<file path="src/rtl/sd_hc_pkg.sv">
// sd_hc_pkg: SD host controller register offsets, Clock Control bits, clock FSM states
package sd_hc_pkg;
  localparam logic [11:0] REG_CAP = 12'h040;
  localparam logic [11:0] REG_CLK_CTRL = 12'h02C;
  localparam int ICE_BIT = 0;
  localparam int ICS_BIT = 1;
  localparam int SDCE_BIT = 2;
  typedef enum logic [3:0] {
    IDLE, STOP, RD_CAP, CALC, SET_DIV, POLL, ON, DONE, ERR
  } clk_state_t;
  function automatic logic [31:0] ctrl_word(logic [9:0] n, logic sdce);
    return {16'h0, n[7:0], n[9:8], 3'b0, sdce, 1'b0, 1'b1};
  endfunction
endpackage

</file>
<file path="src/rtl/sd_clk_ctrl_if.sv">
// sd_clk_ctrl_if: register memory-map port (read index/data, write strobe/index/data/attr)
interface sd_clk_ctrl_if;
  logic [11:0] rd_reg_index;
  logic [127:0] rd_reg_input;
  logic wr_reg_strb;
  logic [11:0] wr_reg_index;
  logic [31:0] wr_reg_output;
  logic [2:0] reg_attr;
  modport master(output rd_reg_index, wr_reg_strb, wr_reg_index, wr_reg_output, reg_attr, input rd_reg_input);
  modport slave(input rd_reg_index, wr_reg_strb, wr_reg_index, wr_reg_output, reg_attr, output rd_reg_input);
endinterface

</file>
<file path="src/rtl/sd_clk_div_calc.sv">
// sd_clk_div_calc: iterative smallest N with 2*N*req >= base (start pulse in, done pulse + n out)
module sd_clk_div_calc #(
  parameter int DIV_W = 10
) (
  input logic clk,
  input logic reset,
  input logic start,
  input logic [23:0] req,
  input logic [17:0] base,
  output logic done,
  output logic [DIV_W-1:0] n
);
  localparam logic [DIV_W-1:0] N_MAX = '1;
  logic busy;
  logic [33:0] acc;
  logic [33:0] step;
  logic trivial;
  assign step = {9'b0, req, 1'b0};
  assign trivial = req == 24'd0 || req >= {6'b0, base};
  always_ff @(posedge clk or negedge reset) begin
    if (!reset) begin
      busy <= 1'b0;
      done <= 1'b0;
      acc <= '0;
      n <= '0;
    end else begin
      done <= 1'b0;
      if (start) begin
        n <= req == 24'd0 ? N_MAX : req >= {6'b0, base} ? '0 : DIV_W'(1);
        done <= trivial;
        busy <= !trivial;
        acc <= step;
      end else if (busy) begin
        if (acc >= {16'b0, base} || n == N_MAX) begin
          busy <= 1'b0;
          done <= 1'b1;
        end else begin
          acc <= acc + step;
          n <= n + DIV_W'(1);
        end
      end
    end
  end
endmodule

</file>
<file path="src/rtl/sd_clk_ctrl.sv">
// sd_clk_ctrl: programs SDCLK divisor/enable via Clock Control register; ports: strobes, req_clk, reg bus, status
module sd_clk_ctrl
  import sd_hc_pkg::*;
#(
  parameter int RD_LAT = 2,
  parameter int STABLE_TOUT = 1024,
  parameter int BCF_DFLT_MHZ = 50,
  parameter int DIV_W = 10
) (
  input logic clk,
  input logic reset,
  input logic calc_clk_strb,
  input logic clk_stop_strb,
  input logic [23:0] req_clk,
  sd_clk_ctrl_if.master bus,
  output logic sd_clk_enb_strb,
  output logic sd_clk_proc,
  output logic sd_clk_err,
  output logic [DIV_W-1:0] sd_clk_div,
  output logic sd_clk_on
);
  clk_state_t state, nxt;
  logic is_calc;
  logic [23:0] req;
  logic [7:0] bcf;
  logic [3:0] lat_cnt;
  logic [15:0] tout_cnt;
  logic lat_hit, stable, timeout, calc_done, wr;
  logic [17:0] base_khz;
  logic [DIV_W-1:0] n_calc;
  assign lat_hit = lat_cnt == 4'(RD_LAT);
  assign stable = lat_hit && bus.rd_reg_input[ICS_BIT];
  assign timeout = tout_cnt == 16'(STABLE_TOUT - 1);
  assign base_khz = 18'(bcf) * 18'd1000;
  sd_clk_div_calc #(.DIV_W(DIV_W)) u_calc (
    .clk(clk),
    .reset(reset),
    .start(state == CALC && tout_cnt == 16'd0),
    .req(req),
    .base(base_khz),
    .done(calc_done),
    .n(n_calc)
  );
  always_ff @(posedge clk or negedge reset) begin
    if (!reset) state <= IDLE;
    else state <= nxt;
  end
  always_comb begin
    nxt = state;
    case (state)
      IDLE: nxt = calc_clk_strb ? (sd_clk_on ? STOP : RD_CAP) : clk_stop_strb ? (sd_clk_on ? STOP : DONE) : IDLE;
      STOP: nxt = is_calc ? RD_CAP : DONE;
      RD_CAP: nxt = lat_hit ? CALC : RD_CAP;
      CALC: nxt = calc_done ? SET_DIV : CALC;
      SET_DIV: nxt = POLL;
      POLL: nxt = stable ? ON : timeout ? ERR : POLL;
      ON, ERR: nxt = DONE;
      default: nxt = IDLE;
    endcase
  end
  always_comb begin
    wr = state inside {STOP, SET_DIV, ON, ERR};
    bus.wr_reg_strb = wr;
    bus.wr_reg_index = wr ? REG_CLK_CTRL : 12'h0;
    bus.wr_reg_output = state == STOP ? ctrl_word(10'(sd_clk_div), 1'b0) :
                        state == SET_DIV ? ctrl_word(10'(n_calc), 1'b0) :
                        state == ON ? ctrl_word(10'(sd_clk_div), 1'b1) : 32'h0;
    bus.rd_reg_index = state == RD_CAP ? REG_CAP : state == POLL ? REG_CLK_CTRL : 12'h0;
    bus.reg_attr = 3'b0;
    sd_clk_enb_strb = state == ON;
    sd_clk_proc = state != IDLE;
  end
  always_ff @(posedge clk or negedge reset) begin
    if (!reset) begin
      lat_cnt <= '0;
      tout_cnt <= '0;
      is_calc <= 1'b0;
      req <= '0;
      bcf <= '0;
      sd_clk_err <= 1'b0;
      sd_clk_on <= 1'b0;
      sd_clk_div <= '0;
    end else begin
      lat_cnt <= nxt != state ? 4'd0 : lat_hit ? 4'd1 : lat_cnt + 4'd1;
      tout_cnt <= nxt != state ? 16'd0 : tout_cnt + 16'd1;
      if (state == IDLE && calc_clk_strb) begin
        req <= req_clk;
        is_calc <= 1'b1;
        sd_clk_err <= 1'b0;
      end else if (state == IDLE && clk_stop_strb) is_calc <= 1'b0;
      if (state == RD_CAP && lat_hit)
        bcf <= bus.rd_reg_input[15:8] == 8'd0 ? 8'(BCF_DFLT_MHZ) : bus.rd_reg_input[15:8];
      if (state == STOP) sd_clk_on <= 1'b0;
      if (state == ON) sd_clk_on <= 1'b1;
      if (state == SET_DIV) sd_clk_div <= n_calc;
      if (state == ERR) sd_clk_err <= 1'b1;
    end
  end
endmodule
</file>
<file path="src/flat_wrapper.sv">
// flat-port wrapper written by rule: the top's interface ports become plain ports
module sd_clk_ctrl_flat import sd_hc_pkg::*;
#(
  parameter int RD_LAT = 2,
  parameter int STABLE_TOUT = 1024,
  parameter int BCF_DFLT_MHZ = 50,
  parameter int DIV_W = 10
)
  (clk, reset, calc_clk_strb, clk_stop_strb, req_clk, sd_clk_enb_strb, sd_clk_proc, sd_clk_err, sd_clk_div, sd_clk_on, bus_rd_reg_index, bus_wr_reg_strb, bus_wr_reg_index, bus_wr_reg_output, bus_reg_attr, bus_rd_reg_input);
  sd_clk_ctrl_if bus_i ();
  input logic clk;
  input logic reset;
  input logic calc_clk_strb;
  input logic clk_stop_strb;
  input logic [23:0] req_clk;
  output logic sd_clk_enb_strb;
  output logic sd_clk_proc;
  output logic sd_clk_err;
  output logic [DIV_W-1:0] sd_clk_div;
  output logic sd_clk_on;
  output wire logic [$bits(bus_i.rd_reg_index)-1:0] bus_rd_reg_index;
  output wire logic [$bits(bus_i.wr_reg_strb)-1:0] bus_wr_reg_strb;
  output wire logic [$bits(bus_i.wr_reg_index)-1:0] bus_wr_reg_index;
  output wire logic [$bits(bus_i.wr_reg_output)-1:0] bus_wr_reg_output;
  output wire logic [$bits(bus_i.reg_attr)-1:0] bus_reg_attr;
  input wire logic [$bits(bus_i.rd_reg_input)-1:0] bus_rd_reg_input;
  assign bus_rd_reg_index = bus_i.rd_reg_index;
  assign bus_wr_reg_strb = bus_i.wr_reg_strb;
  assign bus_wr_reg_index = bus_i.wr_reg_index;
  assign bus_wr_reg_output = bus_i.wr_reg_output;
  assign bus_reg_attr = bus_i.reg_attr;
  assign bus_i.rd_reg_input = bus_rd_reg_input;
  sd_clk_ctrl #(.RD_LAT(RD_LAT), .STABLE_TOUT(STABLE_TOUT), .BCF_DFLT_MHZ(BCF_DFLT_MHZ), .DIV_W(DIV_W)) u_core (.clk(clk), .reset(reset), .calc_clk_strb(calc_clk_strb), .clk_stop_strb(clk_stop_strb), .req_clk(req_clk), .bus(bus_i), .sd_clk_enb_strb(sd_clk_enb_strb), .sd_clk_proc(sd_clk_proc), .sd_clk_err(sd_clk_err), .sd_clk_div(sd_clk_div), .sd_clk_on(sd_clk_on));
endmodule
</file>
<file path="config.mk">
export PLATFORM = sky130hd
export DESIGN_NAME = sd_clk_ctrl_flat
export DESIGN_NICKNAME = d
export VERILOG_FILES = /design/src/rtl/sd_hc_pkg.sv /design/src/rtl/sd_clk_ctrl_if.sv /design/src/rtl/sd_clk_div_calc.sv /design/src/rtl/sd_clk_ctrl.sv /design/src/flat_wrapper.sv
export SDC_FILE = /design/constraint.sdc
export NUM_CORES = 1
export LEC_CHECK = 0
export ABC_AREA = 1
export CORE_UTILIZATION = 45
export CTS_CLUSTER_DIAMETER = 40
export CTS_CLUSTER_SIZE = 10
export DETAILED_ROUTE_END_ITERATION = 10
export GPL_TIMING_DRIVEN = 0
export PLACE_DENSITY = 0.84
export SLEW_MARGIN = 10
export SYNTH_ARGS = -nofsm -noshare
export SYNTH_HDL_FRONTEND = slang
export SYNTH_SLANG_ARGS = --single-unit
</file>
<file path="constraint.sdc">
create_clock -name clk -period 10.55 [get_ports clk]
set_input_delay 1.055 -clock clk [delete_from_list [all_inputs] [get_ports clk]]
set_output_delay 1.055 -clock clk [all_outputs]
set_load 0.02 [all_outputs]
</file>
==> run summary, run 1 <==
CTS Root Cell: clkbuf_16
Post-CTS setup buffer count: 0
Max Freq: 158 MHz
Drt first pass iters: 6
Routed length per instance: 14.6 um
Synthesized area per cell: 6.99 um2
FP Rows: 53
Die H: 150 um
Core area: 21200 um2
Fin crit share: 0.601
Netlist Area Pre-Place: 9800 um2
Hold crit path type: reg -> reg
Required @ worst endpoint: 10.90 ns
Initial DRC Count: 759
Number of global-route vias before repair: 8944
CTS tree: done
Max cap viols: 0
Initial Util: 0.463
PostCTS Resize Cnt: 0
TritonCTS Sinks: 114
Slowest-stage cell, CP: fa_1
Final Instance Area: 11600 um2
Count of flip-flops with a built-in enable after synthesis: 0
Setup repair after global routing missed its margin: false
Slew Viols, Final: 0
Setup TNS: 0 ns
Bufs on Longest Clock Path: 2
Clock transition at path regs: 0.06 ns
Share of layout cells above drive strength 1: 0.0712
Final hold slack: 0.465 ns
Remaining design rule violation count: 0
Clock Latency Late Sink: 0.43 ns
Cts hold-fix bufs: 0
Num CTS Buffers: 17
Post-DP HPWL: 20500 um
GRT Overall Usage: 0.249
Most Frequent Cell on Critical Path: nand2_1
# diodes: 0
Max FO, Critical Path: 10
Final min period: 6.34 ns
Synth warn: 0
Routability cong.: 0.966
Unique masters post-synth: 44
IO Count: 230
DR vias/cell: 5.12
Initial antenna violation count: 0
# nets final: 1806
Worst path arrival time: 6.69 ns
Top cell family by delay on the critical path: adder cells
Sequential fraction of the synthesis area: 0.291
Port Buffers: 70
Final Skew: 0.0104 ns
Routed Antenna Nets: 0
Critical Path End Type: flop
Dpl ws: 4.35 ns
Largest net degree at the start of global routing: 85
Asr flop ratio synth: 1.00
Cells after synthesis: 1402
CP max stage delay: 0.65 ns
Slew HR: 0.554
Setup-failing EPs final: 0
Die area: 22400 um2
Layout filler cell count: 1972
Die Width: 150 um
Setup ws final: 4.21 ns
First-pass GRT wire length: 43500 um
Area grow syn2layout: 18.8%
Vias: 9322
Total wire length: 26500 um
H-tree depth: 4
Area after DPL: 11000 um2
Slew at the pin closest to its max-slew limit: 0.669 ns
GRT Residual Overflow: 0
Post-synthesis register bit count: 114
Status: completed
Final count of hold timing violations: 0
Synth Flop Type: dfrtp_1
WP buf/inv: 4
Startpoint Class: flop
Crit Path Class: reg -> reg
[per-stage QoR]
stage,util,instances
6_report,0.551,1819
5_1_grt,0.551,1819
4_1_cts,0.551,1819
3_5_place_dp,0.521,1787
3_3_place_gp,0.520,1786
2_1_floorplan,-,1441
[worst register-to-register path: cells and delay by family (launching register included)]
kind,cells,cell delay [ns]
fa+ha+maj,6,2.65
simple gates,12,1.39
buf+inv,4,0.72
xor+xnor,2,0.61
flops,1,0.51
compound gates,2,0.38
[Yosys cell counts, drive strengths merged (3+ instances only)]
cell	count	area share
xnor2	10	0.0089
o21ai	73	0.037
nor3	14	0.0082
nand3b	7	0.0054
nand3	106	0.055
xor2	22	0.020
inv	214	0.082
a21oi	39	0.020
and2	4	0.0026
or2	10	0.0064
nand2	439	0.17
nand4	19	0.012
buf	55	0.042
a21o	3	0.0023
o21bai	3	0.0023
clkbuf	12	0.0046
nor2	120	0.048
ha	97	0.12
fa	22	0.045
o21a	6	0.0046
dfrtp	114	0.29
[registers in the layout, indices dropped and copies added, names as in the netlist]
signal              count
u_core.sd_clk_err       1
u_core.state            4
u_core.is_calc          1
u_core.req             24
u_core.u_calc.busy      1
u_core.sd_clk_div      10
u_core.u_calc.acc      33
u_core.lat_cnt          4
u_core.sd_clk_on        1
u_core.u_calc.n        10
u_core.u_calc.done      1
u_core.bcf              8
u_core.tout_cnt        16
[logic make-up after synthesis]
logic type      count (synthesis)  share of synthesized area
xor+xnor                       32                     0.0286
flops                         114                      0.291
other cells                     1                   0.000383
compound gates                128                     0.0695
fa+ha+maj                     119                      0.169
mux                             2                    0.00217
buf+inv                       283                      0.129
simple gates                  723                      0.310
[layout make-up]
| type | count | area (um2) | share of cell area |
|---|---|---|---|
| plain buffers | 67 | 454 | 0.0390 |
| clock buffers | 20 | 447 | 0.0384 |
| clock inverters | 12 | 180 | 0.0155 |
| inverters | 216 | 813 | 0.0698 |
| multi-input cells | 1044 | 5830 | 0.500 |
| flip-flops and latches | 114 | 2850 | 0.245 |
| well taps | 275 | 344 | 0.0295 |
| repair buffers | 71 | 729 | 0.0626 |
[cells in the final DEF (no fill, tap or decap), types with 39 or more instances in the layout]
| cell type | n |
|---|---|
| nand2_1 | 436 |
| inv_1 | 212 |
| nor2_1 | 115 |
| dfrtp_1 | 114 |
| nand3_1 | 105 |
| ha_1 | 97 |
| clkdlybuf4s50_1 | 69 |
| o21ai_0 | 68 |
| buf_4 | 46 |
| conb_1 | 40 |
| a21oi_1 | 39 |
[worst paths after layout]
kind                                                   start                                 to  slack (ns)  cells past startpoint
max in group asynchronous                              reset         u_core.req[22]$_DFFE_PN0P_        9.27                      2
hold reg to reg            u_core.u_calc.acc[28]$_DFFE_PN0P_  u_core.u_calc.acc[28]$_DFFE_PN0P_        0.46                      2
hold / removal             u_core.u_calc.acc[28]$_DFFE_PN0P_  u_core.u_calc.acc[28]$_DFFE_PN0P_        0.46                      2
min in group asynchronous                              reset          u_core.bcf[7]$_DFFE_PN0P_        0.51                      1
setup / recovery                   u_core.bcf[0]$_DFFE_PN0P_     u_core.u_calc.n[1]$_DFFE_PN0P_        4.21                     26
setup reg to reg                   u_core.bcf[0]$_DFFE_PN0P_     u_core.u_calc.n[1]$_DFFE_PN0P_        4.21                     26
[per-layer routing]
layer / GRT usage / vias up / share of wire
met4: 0.0898 / 0 / 0.025
met1: 0.320 / 4385 / 0.43
met5: 0 / - / 0
met2: 0.425 / 291 / 0.49
met3: 0.0335 / 47 / 0.057
li1: - / 4599 / -
Power of run 1 is not shown: default switching activity piles up to over one toggle a cycle in this logic, so the estimate is an artifact.
==> inputs of run 2 (changes only) <==
==> constraint.sdc (replaced) <==
create_clock -name clk -period 6.5 [get_ports clk]
set_input_delay 0.65 -clock clk [delete_from_list [all_inputs] [get_ports clk]]
set_output_delay 0.65 -clock clk [all_outputs]
set_load 0.02 [all_outputs]
==> run 2 against run 1 <==
  * Die area unchanged
  * Final cell count is the same
  * Global-route usage is the same
  * Design area about the same
  * Worst setup slack worse by 3.8 ns
  * Register-to-register slack lost 3.8 ns
  * Utilization about the same
  * Clock skew is essentially flat
  * Sequential share of layout area about the same
  * Critical path depth is the same
  * Fmax grew 4.3%
==> run summary, run 2 (synthesis gave the netlist of run 1 again) <==
Vias: 9329 (+0.075%)
Initial DRC Count: 756 (-0.40%)
Most common cell after layout, fill and taps aside: nand2_1
Clock Latency Late Sink: 0.43 ns (about the same)
Slew at the pin closest to its max-slew limit: 0.661 ns (-0.00720 ns)
GRT Overall Usage: 0.249 (unchanged)
Final count of hold timing violations: 0 (unchanged)
Setup TNS: 0 ns (unchanged)
Die H: 150 um (unchanged)
Required @ worst endpoint: 6.86 ns (-4.04 ns)
Bufs on Longest Clock Path: 2 (unchanged)
IO Count: 230 (unchanged)
Post-DP HPWL: 20500 um (unchanged)
Reg with most FFs: u_core.u_calc.acc
DP Cell Count: 1787 (unchanged)
Top flop regs: u_core.u_calc.acc: 33 flops, u_core.req: 24 flops, u_core.tout_cnt: 16 flops
Routed Antenna Nets: 0 (unchanged)
Max reg flops: 33 (unchanged)
CTS tree: done
Core area: 21200 um2 (unchanged)
Largest net degree at the start of global routing: 85 (unchanged)
CTS Root Cell: clkbuf_16
FP Rows: 53 (unchanged)
DR vias/cell: 5.13 (about the same)
Commonest cells after routing, fill and taps aside: 436 x nand2_1, 212 x inv_1, 115 x nor2_1
Die area: 22400 um2 (unchanged)
Initial antenna violation count: 0 (unchanged)
Setup-failing EPs final: 0 (unchanged)
Drt first pass iters: 7 (+1)
Post-CTS setup buffer count: 0 (unchanged)
Number of global-route vias before repair: 8944 (unchanged)
Die Width: 150 um (unchanged)
Final min period: 6.07 ns (-0.264 ns)
Share of layout cells above drive strength 1: 0.0719 (+0.000648)
Crit Path Class: reg -> reg
CP max stage delay: 0.65 ns (about the same)
Clock transition at path regs: 0.06 ns (about the same)
# diodes: 0 (unchanged)
Max Freq: 165 MHz (+4.3%)
Port Buffers: 70 (unchanged)
Fin crit share: 0.935 (+0.334)
Area grow syn2layout: 18.9% (about the same)
GRT Residual Overflow: 0 (unchanged)
H-tree depth: 4 (unchanged)
Most Frequent Cell on Critical Path: nand2_1
Setup repair after global routing missed its margin: false
Status: completed
Hold crit path type: in -> async
Routed length per instance: 14.6 um (about the same)
First-pass GRT wire length: 43500 um (unchanged)
Num CTS Buffers: 17 (unchanged)
Remaining design rule violation count: 0 (unchanged)
Final hold slack: 0.107 ns (-0.358 ns)
Total wire length: 26500 um (about the same)
Routability cong.: 0.966 (unchanged)
Critical Path End Type: flop
TritonCTS Sinks: 114 (unchanged)
Final Instance Count excl. Fillers: 1819 (unchanged)
Fin util: 0.551 (about the same)
Max cap viols: 0 (unchanged)
Final Skew: 0.0104 ns (+0.00000260 ns)
Startpoint Class: flop
Slew HR: 0.559 (+0.00480)
Slowest-stage cell, CP: fa_1
Worst path arrival time: 6.43 ns (-0.26 ns)
# nets final: 1806 (unchanged)
Slew Viols, Final: 0 (unchanged)
Max FO, Critical Path: 10 (unchanged)
Initial Util: 0.463 (unchanged)
run 2: cell count changes in the layout (fill, tap and decap cells not counted):
cell,before,now
clkbuf_1,14,13
clkbuf_2,0,1
run 2: stage by stage:
| step | cell area, um2 | setup slack (ns) |
|---|---|---|
| floorplan | 9950 | 1.38 |
| global placement | 11000 | 0.296 |
| detailed placement | 11000 | 0.295 |
| CTS | 11600 | 0.216 |
| global route | 11600 | 0.0475 |
| finish | 11600 | 0.425 |
run 2: timing repair:
action	4_1_cts	5_1_grt
hold buffers	0	0
setup endpoints to repair	0	10
gates resized for setup	0	2
run 2: area by class of cell:
cell class / count / area, um2
sequential: 114 / 2850
tap: 275 / 344
clock buffer: 20 / 447
fill: 1972 / 9510
buffer: 67 / 455
timing repair buffer: 71 / 729
inverter: 216 / 813
multi-input combinational: 1044 / 5830
clock inverter: 12 / 180
run 2: worst max-delay path, delay by kind of cell, from the launching register on:
| family | cells | cell delay (ns) |
|---|---|---|
| simple gates | 12 | 1.33 |
| buf+inv | 4 | 0.52 |
| fa+ha+maj | 6 | 2.64 |
| flops | 1 | 0.51 |
| xor+xnor | 2 | 0.61 |
| compound gates | 2 | 0.38 |
run 2: routing by layer:
layer,track usage,wire [um],vias up
met3,0.0335,1420,49
met5,0,0,-
li1,-,-,4601
met1,0.320,11500,4390
met2,0.425,12900,289
met4,0.0898,669,0
run 2: worst paths after layout:
path                                                   startpoint                           endpoint  slack (ns)  cells past startpoint
worst min-delay path                                        reset          u_core.bcf[7]$_DFFE_PN0P_        0.11                      1
worst max register to register          u_core.bcf[0]$_DFFE_PN0P_     u_core.u_calc.n[1]$_DFFE_PN0P_        0.43                     26
max in group asynchronous                                   reset         u_core.req[22]$_DFFE_PN0P_        5.62                      2
worst max-delay path                    u_core.bcf[0]$_DFFE_PN0P_     u_core.u_calc.n[1]$_DFFE_PN0P_        0.43                     26
min in group clk                u_core.u_calc.acc[28]$_DFFE_PN0P_  u_core.u_calc.acc[28]$_DFFE_PN0P_        0.46                      2
worst min register to register  u_core.u_calc.acc[28]$_DFFE_PN0P_  u_core.u_calc.acc[28]$_DFFE_PN0P_        0.46                      2
Power of run 2 is left out for the same reason.
